`config.mk`:
```
export PLATFORM = sky130hd
export DESIGN_NAME = execute_nway
export DESIGN_NICKNAME = d
export VERILOG_FILES = /design/src/rtl/execute_nway_pkg.sv /design/src/rtl/execute_nway_alu.sv /design/src/rtl/execute_nway_iter_mul.sv /design/src/rtl/execute_nway.sv
export SDC_FILE = /design/constraint.sdc
export NUM_CORES = 2
export LEC_CHECK = 0
export BUFFER_PORTS_ARGS = -buffer_cell sky130_fd_sc_hd__buf_2
export CAP_MARGIN = 25
export CORE_UTILIZATION = 30
export DETAILED_ROUTE_END_ITERATION = 6
export PLACE_DENSITY_LB_ADDON = 0.05
export SKIP_LAST_GASP = 1
export SYNTH_ARGS = -nofsm -noshare
export SYNTH_HDL_FRONTEND = slang
export SYNTH_SLANG_ARGS = --single-unit
```
`constraint.sdc`:
```
create_clock -name clk -period 18 [get_ports clk]
set_input_delay 2.7 -clock clk [delete_from_list [all_inputs] [get_ports clk]]
set_output_delay 2.7 -clock clk [all_outputs]
set_load 0.005 [all_outputs]
```
`src/rtl/execute_nway_pkg.sv`:
```
// execute_nway_pkg: shared ALU, operand-source and forward-select encodings plus multiplier states
package execute_nway_pkg;
  localparam logic [2:0] ALU_AND  = 3'b000;
  localparam logic [2:0] ALU_OR   = 3'b001;
  localparam logic [2:0] ALU_ADD  = 3'b010;
  localparam logic [2:0] ALU_XOR  = 3'b011;
  localparam logic [2:0] ALU_NOR  = 3'b100;
  localparam logic [2:0] ALU_SLTU = 3'b101;
  localparam logic [2:0] ALU_SUB  = 3'b110;
  localparam logic [2:0] ALU_SLT  = 3'b111;
  localparam logic [1:0] SRC_REG  = 2'b00;
  localparam logic [1:0] SRC_SIMM = 2'b01;
  localparam int SRC_UIMM_BIT = 1;
  localparam int FWD_REG    = 0;
  localparam int FWD_M_BASE = FWD_REG + 1;
  function automatic int fwd_w_base(input int lanes);
    return FWD_M_BASE + lanes;
  endfunction
  typedef enum logic [1:0] {MUL_IDLE, MUL_RUN, MUL_DONE} mul_state_e;
endpackage

```
`src/rtl/execute_nway_alu.sv`:
```
// alu: single-lane combinational ALU
module alu
  import execute_nway_pkg::*;
#(
  parameter int W = 32
) (
  input  logic [2:0]   ctl,
  input  logic [W-1:0] a,
  input  logic [W-1:0] b,
  output logic [W-1:0] y
);
  assign y = ctl == ALU_AND ? a & b :
             ctl == ALU_OR  ? a | b :
             ctl == ALU_ADD ? a + b :
             ctl == ALU_XOR ? a ^ b :
             ctl == ALU_NOR ? ~(a | b) :
             ctl == ALU_SUB ? a - b :
             ctl == ALU_SLT ? W'($signed(a) < $signed(b)) :
             ctl == ALU_SLTU ? W'(a < b) : '0;
endmodule

```
`src/rtl/execute_nway_iter_mul.sv`:
```
// iter_mul: shift-add multiplier, one multiplier bit per cycle, low word result
module iter_mul
  import execute_nway_pkg::*;
#(
  parameter int DATA_W = 32
) (
  input  logic              clk,
  input  logic              rst,
  input  logic              start,
  input  logic              adv,
  input  logic [DATA_W-1:0] a,
  input  logic [DATA_W-1:0] b,
  output logic              busy,
  output logic              done,
  output logic [DATA_W-1:0] p
);
  localparam int CW = $clog2(DATA_W) + 1;
  mul_state_e state_q, state_d;
  logic [DATA_W-1:0] mcand_q, mcand_d, mplier_q, mplier_d, p_q, p_d;
  logic [CW-1:0] cnt_q, cnt_d;
  // state and datapath registers
  always_ff @(posedge clk or posedge rst) begin
    if (rst) begin
      state_q  <= MUL_IDLE;
      mcand_q  <= '0;
      mplier_q <= '0;
      p_q      <= '0;
      cnt_q    <= '0;
    end else begin
      state_q  <= state_d;
      mcand_q  <= mcand_d;
      mplier_q <= mplier_d;
      p_q      <= p_d;
      cnt_q    <= cnt_d;
    end
  end
  // operands are sampled on the start cycle only; DONE holds until the E register moves on
  always_comb begin
    state_d  = state_q;
    mcand_d  = mcand_q;
    mplier_d = mplier_q;
    p_d      = p_q;
    cnt_d    = cnt_q;
    case (state_q)
      MUL_IDLE: if (start) begin
        mcand_d  = a;
        mplier_d = b;
        p_d      = '0;
        cnt_d    = '0;
        state_d  = MUL_RUN;
      end
      MUL_RUN: begin
        p_d      = mplier_q[0] ? p_q + mcand_q : p_q;
        mcand_d  = mcand_q << 1;
        mplier_d = mplier_q >> 1;
        cnt_d    = cnt_q + CW'(1);
        state_d  = cnt_q == CW'(DATA_W - 1) ? MUL_DONE : MUL_RUN;
      end
      MUL_DONE: state_d = adv ? MUL_IDLE : MUL_DONE;
      default: state_d = MUL_IDLE;
    endcase
  end
  assign busy = state_q == MUL_RUN || (state_q == MUL_IDLE && start);
  assign done = state_q == MUL_DONE;
  assign p    = p_q;
endmodule

```
`src/rtl/execute_nway.sv`:
```
// execute_nway: N-lane ID/EX register, per-operand forwarding, per-lane ALUs, lane-0 multiplier, bundle hazards
module execute_nway
  import execute_nway_pkg::*;
#(
  parameter int LANES  = 2,
  parameter int DATA_W = 32,
  parameter int FSEL_W = $clog2(2*LANES+1)
) (
  input  logic                     clk,
  input  logic                     rst,
  input  logic                     flushE,
  input  logic                     stallE,
  input  logic [LANES-1:0]         validD,
  input  logic [LANES-1:0]         RegWriteD,
  input  logic [LANES-1:0]         MemWriteD,
  input  logic [LANES-1:0]         regdstD,
  input  logic [LANES-1:0]         jumpD,
  input  logic [LANES-1:0]         mulD,
  input  logic [4*LANES-1:0]       MemtoRegD,
  input  logic [3*LANES-1:0]       alucontrolD,
  input  logic [2*LANES-1:0]       alusrcD,
  input  logic [DATA_W*LANES-1:0]  RD1D,
  input  logic [DATA_W*LANES-1:0]  RD2D,
  input  logic [DATA_W*LANES-1:0]  signimmD,
  input  logic [DATA_W*LANES-1:0]  unsignimmD,
  input  logic [5*LANES-1:0]       RsD,
  input  logic [5*LANES-1:0]       RtD,
  input  logic [5*LANES-1:0]       RdD,
  input  logic [DATA_W-1:0]        PCPlus4D,
  input  logic [FSEL_W*LANES-1:0]  fwdA,
  input  logic [FSEL_W*LANES-1:0]  fwdB,
  input  logic [DATA_W*LANES-1:0]  aluoutM,
  input  logic [DATA_W*LANES-1:0]  resultW,
  output logic [LANES-1:0]         depD,
  output logic                     stall_req,
  output logic [LANES-1:0]         validE,
  output logic [LANES-1:0]         RegWriteE,
  output logic [LANES-1:0]         MemWriteE,
  output logic [LANES-1:0]         jumpE,
  output logic [4*LANES-1:0]       MemtoRegE,
  output logic [5*LANES-1:0]       RsE,
  output logic [5*LANES-1:0]       RtE,
  output logic [5*LANES-1:0]       writeregE,
  output logic [DATA_W*LANES-1:0]  aluoutE,
  output logic [DATA_W*LANES-1:0]  writedataE,
  output logic [DATA_W-1:0]        PCPlus4E
);
  localparam int EW = LANES*(28 + 4*DATA_W) + 1 + DATA_W;
  logic [EW-1:0] d_bus, e_d, e_q;
  logic [5*LANES-1:0] wr_d;
  logic [3*LANES-1:0] alu_ctl_e;
  logic [2*LANES-1:0] alusrc_e;
  logic [DATA_W*LANES-1:0] rd1_e, rd2_e, simm_e, uimm_e;
  logic [DATA_W-1:0] src_a0, src_b0, mul_p;
  logic mul_e, mul_done;
  assign d_bus = {PCPlus4D, |(mulD & LANES'(1)), validD, RegWriteD, MemWriteD, jumpD, MemtoRegD,
                  alucontrolD, alusrcD, RD1D, RD2D, signimmD, unsignimmD, RsD, RtD, wr_d};
  assign {PCPlus4E, mul_e, validE, RegWriteE, MemWriteE, jumpE, MemtoRegE,
          alu_ctl_e, alusrc_e, rd1_e, rd2_e, simm_e, uimm_e, RsE, RtE, writeregE} = e_q;
  // ID/EX register
  always_ff @(posedge clk or posedge rst) begin
    if (rst) e_q <= '0;
    else e_q <= e_d;
  end
  // a running multiply freezes E over flush and stall; flush beats stall
  always_comb e_d = stall_req ? e_q : flushE ? '0 : stallE ? e_q : d_bus;
  // a later lane reading or rewriting an earlier lane's non-$0 destination
  always_comb begin
    depD = '0;
    for (int j = 1; j < LANES; j++)
      for (int i = 0; i < j; i++)
        if (validD[i] && validD[j] && RegWriteD[i] && wr_d[5*i +: 5] != 5'd0 &&
            (RsD[5*j +: 5] == wr_d[5*i +: 5] || RtD[5*j +: 5] == wr_d[5*i +: 5] ||
             (RegWriteD[j] && wr_d[5*j +: 5] == wr_d[5*i +: 5])))
          depD[j] = 1'b1;
  end
  for (genvar i = 0; i < LANES; i++) begin : g_lane
    logic [DATA_W-1:0] sa, sb, y;
    logic [FSEL_W-1:0] fa, fb;
    logic [1:0] src;
    assign fa  = fwdA[FSEL_W*i +: FSEL_W];
    assign fb  = fwdB[FSEL_W*i +: FSEL_W];
    assign src = alusrc_e[2*i +: 2];
    assign wr_d[5*i +: 5] = regdstD[i] ? RdD[5*i +: 5] : RtD[5*i +: 5];
    // operand forwarding; unmatched selects fall back to the register value
    always_comb begin
      sa = rd1_e[DATA_W*i +: DATA_W];
      sb = rd2_e[DATA_W*i +: DATA_W];
      for (int k = 0; k < LANES; k++) begin
        if (int'(fa) == FWD_M_BASE + k) sa = aluoutM[DATA_W*k +: DATA_W];
        if (int'(fa) == fwd_w_base(LANES) + k) sa = resultW[DATA_W*k +: DATA_W];
        if (int'(fb) == FWD_M_BASE + k) sb = aluoutM[DATA_W*k +: DATA_W];
        if (int'(fb) == fwd_w_base(LANES) + k) sb = resultW[DATA_W*k +: DATA_W];
      end
    end
    alu #(.W(DATA_W)) u_alu (
      .ctl(alu_ctl_e[3*i +: 3]),
      .a(sa),
      .b(src[SRC_UIMM_BIT] ? uimm_e[DATA_W*i +: DATA_W] : src == SRC_REG ? sb : simm_e[DATA_W*i +: DATA_W]),
      .y(y)
    );
    assign writedataE[DATA_W*i +: DATA_W] = sb;
    assign aluoutE[DATA_W*i +: DATA_W]    = (i == 0 && mul_done) ? mul_p : y;
    if (i == 0) begin : g_l0
      assign src_a0 = sa;
      assign src_b0 = sb;
    end
  end
  iter_mul #(.DATA_W(DATA_W)) u_mul (
    .clk(clk),
    .rst(rst),
    .start(validE[0] & mul_e),
    .adv(flushE | ~stallE),
    .a(src_a0),
    .b(src_b0),
    .busy(stall_req),
    .done(mul_done),
    .p(mul_p)
  );
endmodule

```
After elaboration in Yosys (flattened, before gate mapping) --
Cells that the tools add are included.
Word-level totals: register bits 449, bits of input ports 492, output and inout bits 209
Operators by class: add/subtract/negate cells 6, magnitude comparators 4, eq/ne operators 39, multiplexer cells 55, bitwise gates (word level) 12, reduce and logical (&&, ||, !) cells 19
Operator list (number):
- $mux 32 | 39
- $mux 345 | 2
- $pmux 32 s2 | 3
- $lt 32x32->1 | 4
- $add 32x32->32 | 3
- $and 32x32->32 | 2
- $not 32->32 | 2
- $or 32x32->32 | 2
- $sub 32x32->32 | 2
- $xor 32x32->32 | 2
- $eq 3x3->1 const B | 20
- $eq 3x2->1 const B | 8
- $eq 5x5->1 | 3
- $pmux 6 s2 | 1
- $mux 5 | 2
- $add 6x1->6 const B | 1
- $eq 3x1->1 const B | 2
- $eq 6x5->1 const B | 1
- $logic_and 1x1->1 | 6
- $logic_not 2->1 | 3
- $logic_not 3->1 | 2
- $mux 2 | 3
- $mux 6 | 1
- $pmux 2 s3 | 1
- other kinds (13) | 20

Depth between registers and ports, before layout --
depth in word-level cells 17, depth in mapped cells 24

Modules after synthesis --
Synthesis repeated with hierarchy kept, for this count alone.
Unflattened totals: cells, all modules 5075, area, all modules 38964.9 µm²
Modules (own cells, without submodules):
- execute_nway | instances 1, cells each 2715, area an instance 22233.8 µm², sequential area each 8633.3 µm²
- iter_mul | instances 1, cells each 645, area an instance 5775.5 µm², sequential area each 2602.5 µm²
- alu at g_lane[1].u_alu | instances 1, cells each 876, area an instance 5652.9 µm², sequential area each 0.0 µm²
- alu at g_lane[0].u_alu | instances 1, cells each 839, area an instance 5302.6 µm², sequential area each 0.0 µm²

Worst setup path after synthesis --
OpenSTA, ideal clock, no wires.
kind input port to output port, from in fwdB[1], to out aluoutE[28], arrival 7.109 ns, data required time 15.300 ns, setup slack 8.191 ns, cell stages on the path 20, path buffers 2, cells stage by stage clkbuf_1 > nor2_1 > xnor2_1 > clkbuf_1 > o22ai_1 > a21oi_1 > mux2i_1 > o21ai_0 > fa_1 > or2_4 > a221oi_2 > or4_4 > a31oi_4 > o31ai_4 > a311oi_4 > o211ai_2 > a221o_1 > xnor2_2 > a221oi_2 > a21oi_2
On the way: cells in the longest elaborated chain, start to end 15
RTL lines:
- from (decl) | RTL line execute_nway.sv:31 | input logic [FSEL_W*LANES-1:0] fwdB,
- $eq 3x2->1 | RTL line execute_nway.sv:92 | if (int'(fb) == FWD_M_BASE + k) sb = aluoutM[DATA_W*k +: DATA_W];
- $mux 32 | RTL line execute_nway.sv:92
- $mux 32 | RTL line execute_nway.sv:93 | if (int'(fb) == fwd_w_base(LANES) + k) sb = resultW[DATA_W*k +: DATA_W];
- $mux 32 | RTL line execute_nway.sv:92
- $mux 32 (*) | RTL line execute_nway.sv:93
- via writedataE[1] | RTL line execute_nway.sv:45 | output logic [DATA_W*LANES-1:0] writedataE,
- $mux 32 (*) (2 in series) | RTL line execute_nway.sv:99 | .b(src[SRC_UIMM_BIT] ? uimm_e[DATA_W*i +: DATA_W] : src == SRC_REG ? sb : simm_e[DATA_W*i +: DATA_W]),
- $sub 32x32->32 | RTL line execute_nway_alu.sv:17 | ctl == ALU_SUB ? a - b :
- $mux 32 | RTL line execute_nway_alu.sv:17
- $mux 32 | RTL line execute_nway_alu.sv:16 | ctl == ALU_NOR ? ~(a | b) :
- $mux 32 | RTL line execute_nway_alu.sv:15 | ctl == ALU_XOR ? a ^ b :
- $mux 32 (*) | RTL line execute_nway_alu.sv:14 | ctl == ALU_ADD ? a + b :
- $mux 32 (*) | RTL line execute_nway_alu.sv:13 | ctl == ALU_OR ? a | b :
- $mux 32 (*) | RTL line execute_nway_alu.sv:12 | assign y = ctl == ALU_AND ? a & b :
- $mux 32 (*) | RTL line execute_nway.sv:103 | assign aluoutE[DATA_W*i +: DATA_W] = (i == 0 && mul_done) ? mul_p : y;
- to (decl) | RTL line execute_nway.sv:44 | output logic [DATA_W*LANES-1:0] aluoutE,
Mark *: on every way through the listed nets, which the timed path passes. The rest lies on a longest branch.

Final worst setup path --
from in fwdB[0], to out aluoutE[29]
On the way: cells in the longest elaborated chain, start to end 15
RTL lines (RTL line):
- $eq 3x2->1 | execute_nway.sv:92
- $mux 32 | execute_nway.sv:92
- $mux 32 | execute_nway.sv:93
- $mux 32 | execute_nway.sv:92
- $mux 32 (*) | execute_nway.sv:93
- $mux 32 (*) (2 in series) | execute_nway.sv:99
- $sub 32x32->32 / $or 32x32->32 (equally long branches) | execute_nway_alu.sv:17, execute_nway_alu.sv:13, execute_nway_alu.sv:16
- $mux 32 / $not 32->32 (equally long branches) | execute_nway_alu.sv:17, execute_nway_alu.sv:16
- $mux 32 | execute_nway_alu.sv:16
- $mux 32 | execute_nway_alu.sv:15
- $mux 32 | execute_nway_alu.sv:14
- $mux 32 | execute_nway_alu.sv:13
- $mux 32 (*) | execute_nway_alu.sv:12
- $mux 32 (*) | execute_nway.sv:103
Every way passes the cells marked *; elsewhere a longest branch is shown, timed or not.

==> results.tsv <==
stage	metric	value	unit
clock_tree	CTS tree	done	
clock_tree	Clk pin slew, worst setup/hold paths	0.06	ns
route	via count	39260	
sta	Worst Skew	0.04153	ns
min_path	Worst Hold End	e_q[313]	
critical_path	CP peak stage delay	0.75	ns
route	wire per inst	26.15	um
outcome	status	complete, no violations	
min_path	hold crit path type	flop to flop	
synth	Netlist Area Pre-Place	39160	um2
sta	Slew Limit Fails	0	
layout	post-route cell area	46170	um2
pwr	Final Power	8.949	mW
clock_tree	cts bufs inserted	66	
clock_tree	CTS Sinks	449	
synth	count leader, synth	o21ai_0	
critical_path	WP data required	15.30	ns
route	Via density	5.308	
place	Placement Setup Slack	5.385	ns
floorplanning	die extent in y	363.3	um
critical_path	CP dominant cell by count	o21ai_0	
pwr	Sw Ratio	51.77	%
sta	Slew headroom	21.79	%
pwr	switching pwr	4.633	mW
clock_tree	Max Buffers Root-to-Sink	3	
clock_tree	CTS root buffer	clkbuf_16	
sta	final worst-path cycle share	71.27	%
sta	unrepaired setup endpoints after global routing	no	
global_route	largest net degree at the start of global routing	237	
critical_path	highest net fanout along the worst path	31	
floorplanning	initial core utilization	30.24	%
synth	Post-Synthesis Cells	5136	
floorplanning	I/O pin total	701	
synth	syn_area_per_cell	7.625	um2
synth	EDFF count, synth	0	
sta	fmax	77.95	MHz
route	DRT Pass-1 Iters	7	
synth	Ys Warns	0	
sta	final worst slack	5.171	ns
pwr	Clock Power Share	15.0	%
synth	largest cells by area after synthesis	dfrtp_1, o21ai_0, ha_1	
pwr	Reg power frac	20.2	%
min_path	worst hold path startpoint	e_q[313]	
critical_path	crit path launch type	input pin	
critical_path	Slowest cell on crit path	o21ai_0	
sta	final setup TNS	0	ns
pwr	PwrDens	193.8	nW/um2
place	Placer Congestion	0.9395	
synth	top cells by count, synth	o21ai_0, nand2_1, dfrtp_1, a21oi_1, nor2_1	
clock_tree	post-CTS setup buffers	0	
sta	final hold vios	0	
pwr	static leakage	21.02	nW
global_route	vias in the first global route	37770	
clock_tree	post-cts hold buffer count	0	
synth	syn nets	5885	
place	DP Wirelength	149.2	mm
route	post-route ant nets	0	
route	DRT Wirelength	193.4	mm
floorplanning	Placement Rows	132	
layout	Area growth syn-to-layout	17.89	%
flow_run	Max-Cap Viols	0	
critical_path	Crit Reg-Reg Endpoint	e_q[324]	
global_route	total track usage	28.48	%
critical_path	worst path cell trace	buf_4 -> buf_4 -> nor2b_1 -> clkinv_1 -> o21ai_0 -> o21ai_0 -> o311ai_1 -> buf_4 -> mux2i_1 -> nor2_1 -> a21o_1 -> ha_1 -> a211oi_1 -> o21ai_0 -> nand3b_1 -> a21oi_1 -> a2111oi_2 -> o41ai_2 -> nand3_1 -> nand2_1 -> a21oi_1 -> mux2i_1 -> o21ai_0 -> buf_2	
global_route	initial antenna violation count	81	
critical_path	R2R setup slack	13.97	ns
global_route	first-pass GRT wire length	275.3	mm
sta	WHS	0.4726	ns
sta	worst slew pin tran	1.169	ns
synth	Cell variety after synth	96	
pwr	power share of the combinational group	64.8	%
sta	Setup Viol. Count Final	0	
pwr	Int Power	4.316	mW
route	1st-iter DRT viols	3157	
global_route	Overflow after GRT	0	
critical_path	Crit. End Element	output port	
layout	share of layout cells above drive strength 1	19.30	%
floorplanning	Die W	363.3	um
synth	Seq/Total Area, Yosys	28.69	%
critical_path	Critical Path AT	10.13	ns
floorplanning	Core Area	129500	um2
clock_tree	clk_lat worst skew	0.69	ns
synth	top cell type's share of synthesized area	28.69	%
route	Residual DRC	0	
sta	min Tclk post-route	12.83	ns
place	I/O Buffers	698	
synth	Main synth FF type	dfrtp_1	
place	DP Area	43910	um2
floorplanning	die area	132000	um2
min_path	WHS Path Cells	2	
layout	NumNets Final	6333	
clock_tree	# H-tree levels	3	
critical_path	worst r2r src	u_mul.state_q[0]	
clock_tree	post-cts sizing count	0	
synth	number of synthesized register bits	449	
synth	area leader, netlist	dfrtp_1	
critical_path	kind of critical path	input pin to output port	
pwr	maximum VDD drop	0.07036	mV
critical_path	Worst Reg2Reg Path Length in Cells	7	
synth	Async S/R FF share, synth	100.0	%
[how the worst max path moves through the flow]
| stage | start | end | slack [ns] | cells after the start |
|---|---|---|---|---|
| 2_1_floorplan | rst | e_q[0] | 2.79 | 1 |
| 3_3_place_gp | fwdB[0] | aluoutE[29] | 5.35 | 24 |
| 3_5_place_dp | fwdB[0] | aluoutE[29] | 5.38 | 24 |
| 4_1_cts | fwdB[0] | aluoutE[29] | 5.36 | 24 |
| 5_1_grt | fwdB[0] | aluoutE[29] | 4.72 | 24 |
| 6_report | fwdB[0] | aluoutE[29] | 5.17 | 24 |
[registers in the layout, indices dropped and copies added (netlist names)]
signal / cells
u_mul.state_q: 2
e_q: 345
u_mul.mcand_q: 32
u_mul.p: 32
u_mul.cnt_q: 6
u_mul.mplier_q: 32
[per-stage QoR]
stage               std cells  utilization (%)
floorplan                5136                -
global placement         7258            33.91
detailed placement       7258            33.91
CTS                      7378            35.62
global route             7390            35.64
finish                   7396            35.66
[cells by family (layout without fill, tap and decap cells)]
kind of cell	Yosys count	after routing	synth area share [%]
other	1	19	0.009576
flip-flops	449	449	28.69
AND/OR/NAND/NOR	1721	1721	20.51
XOR/XNOR	121	121	2.725
multiplexers	257	257	6.892
buffers and inverters	659	1159	7.144
adder cells (fa/ha/maj)	257	257	8.307
AO/OA/AOI/OAI	1671	1671	25.72
[power by group through the flow]
stage	clock network (mW)	logic [mW]	registers [mW]
after CTS	1.38	5.77	1.81
final	1.34	5.80	1.81
after global routing	1.42	6.35	1.87
after global placement	0	5.75	1.81
after floorplan	0	3.90	1.67
after detailed placement	0	5.75	1.81
[layer usage]
| layer | vias up | global-route usage (%) | wire (um) |
|---|---|---|---|
| met5 | - | 0 | 499 |
| met3 | 318 | 6.876 | 13980 |
| met4 | 78 | 9.523 | 6084 |
| li1 | 18670 | - | - |
| met1 | 18890 | 37.02 | 83790 |
| met2 | 1301 | 45.97 | 89050 |
[critical path: cells and delay by family]
family,cells,cell delay (ns)
compound gates,11,3.79
buf+inv,5,2.05
simple gates,5,0.98
fa+ha+maj,1,0.34
mux,2,0.23
[cell type report]
type                       count  area, um2
antenna                       18      45.04
clock buffer                  95       1901
clock inverter                25      311.5
fill                       14080      83320
inverter                     218      825.8
multi-input combinational   4028      25210
sequential                   449      11240
tap                         1742       2180
timing repair buffer         821       4457
[placed cells by master (no fill, tap or decap), types with 101 or more instances in the layout]
cell type,instances
ha_1,252
nor2_1,375
dfrtp_1,443
o21ai_0,707
buf_2,695
inv_1,211
mux2i_1,156
nand2b_1,357
nand2_1,700
buf_4,123
a21oi_1,427
mux2_2,101
nor2b_1,120
(Power assumes the default switching activity.)
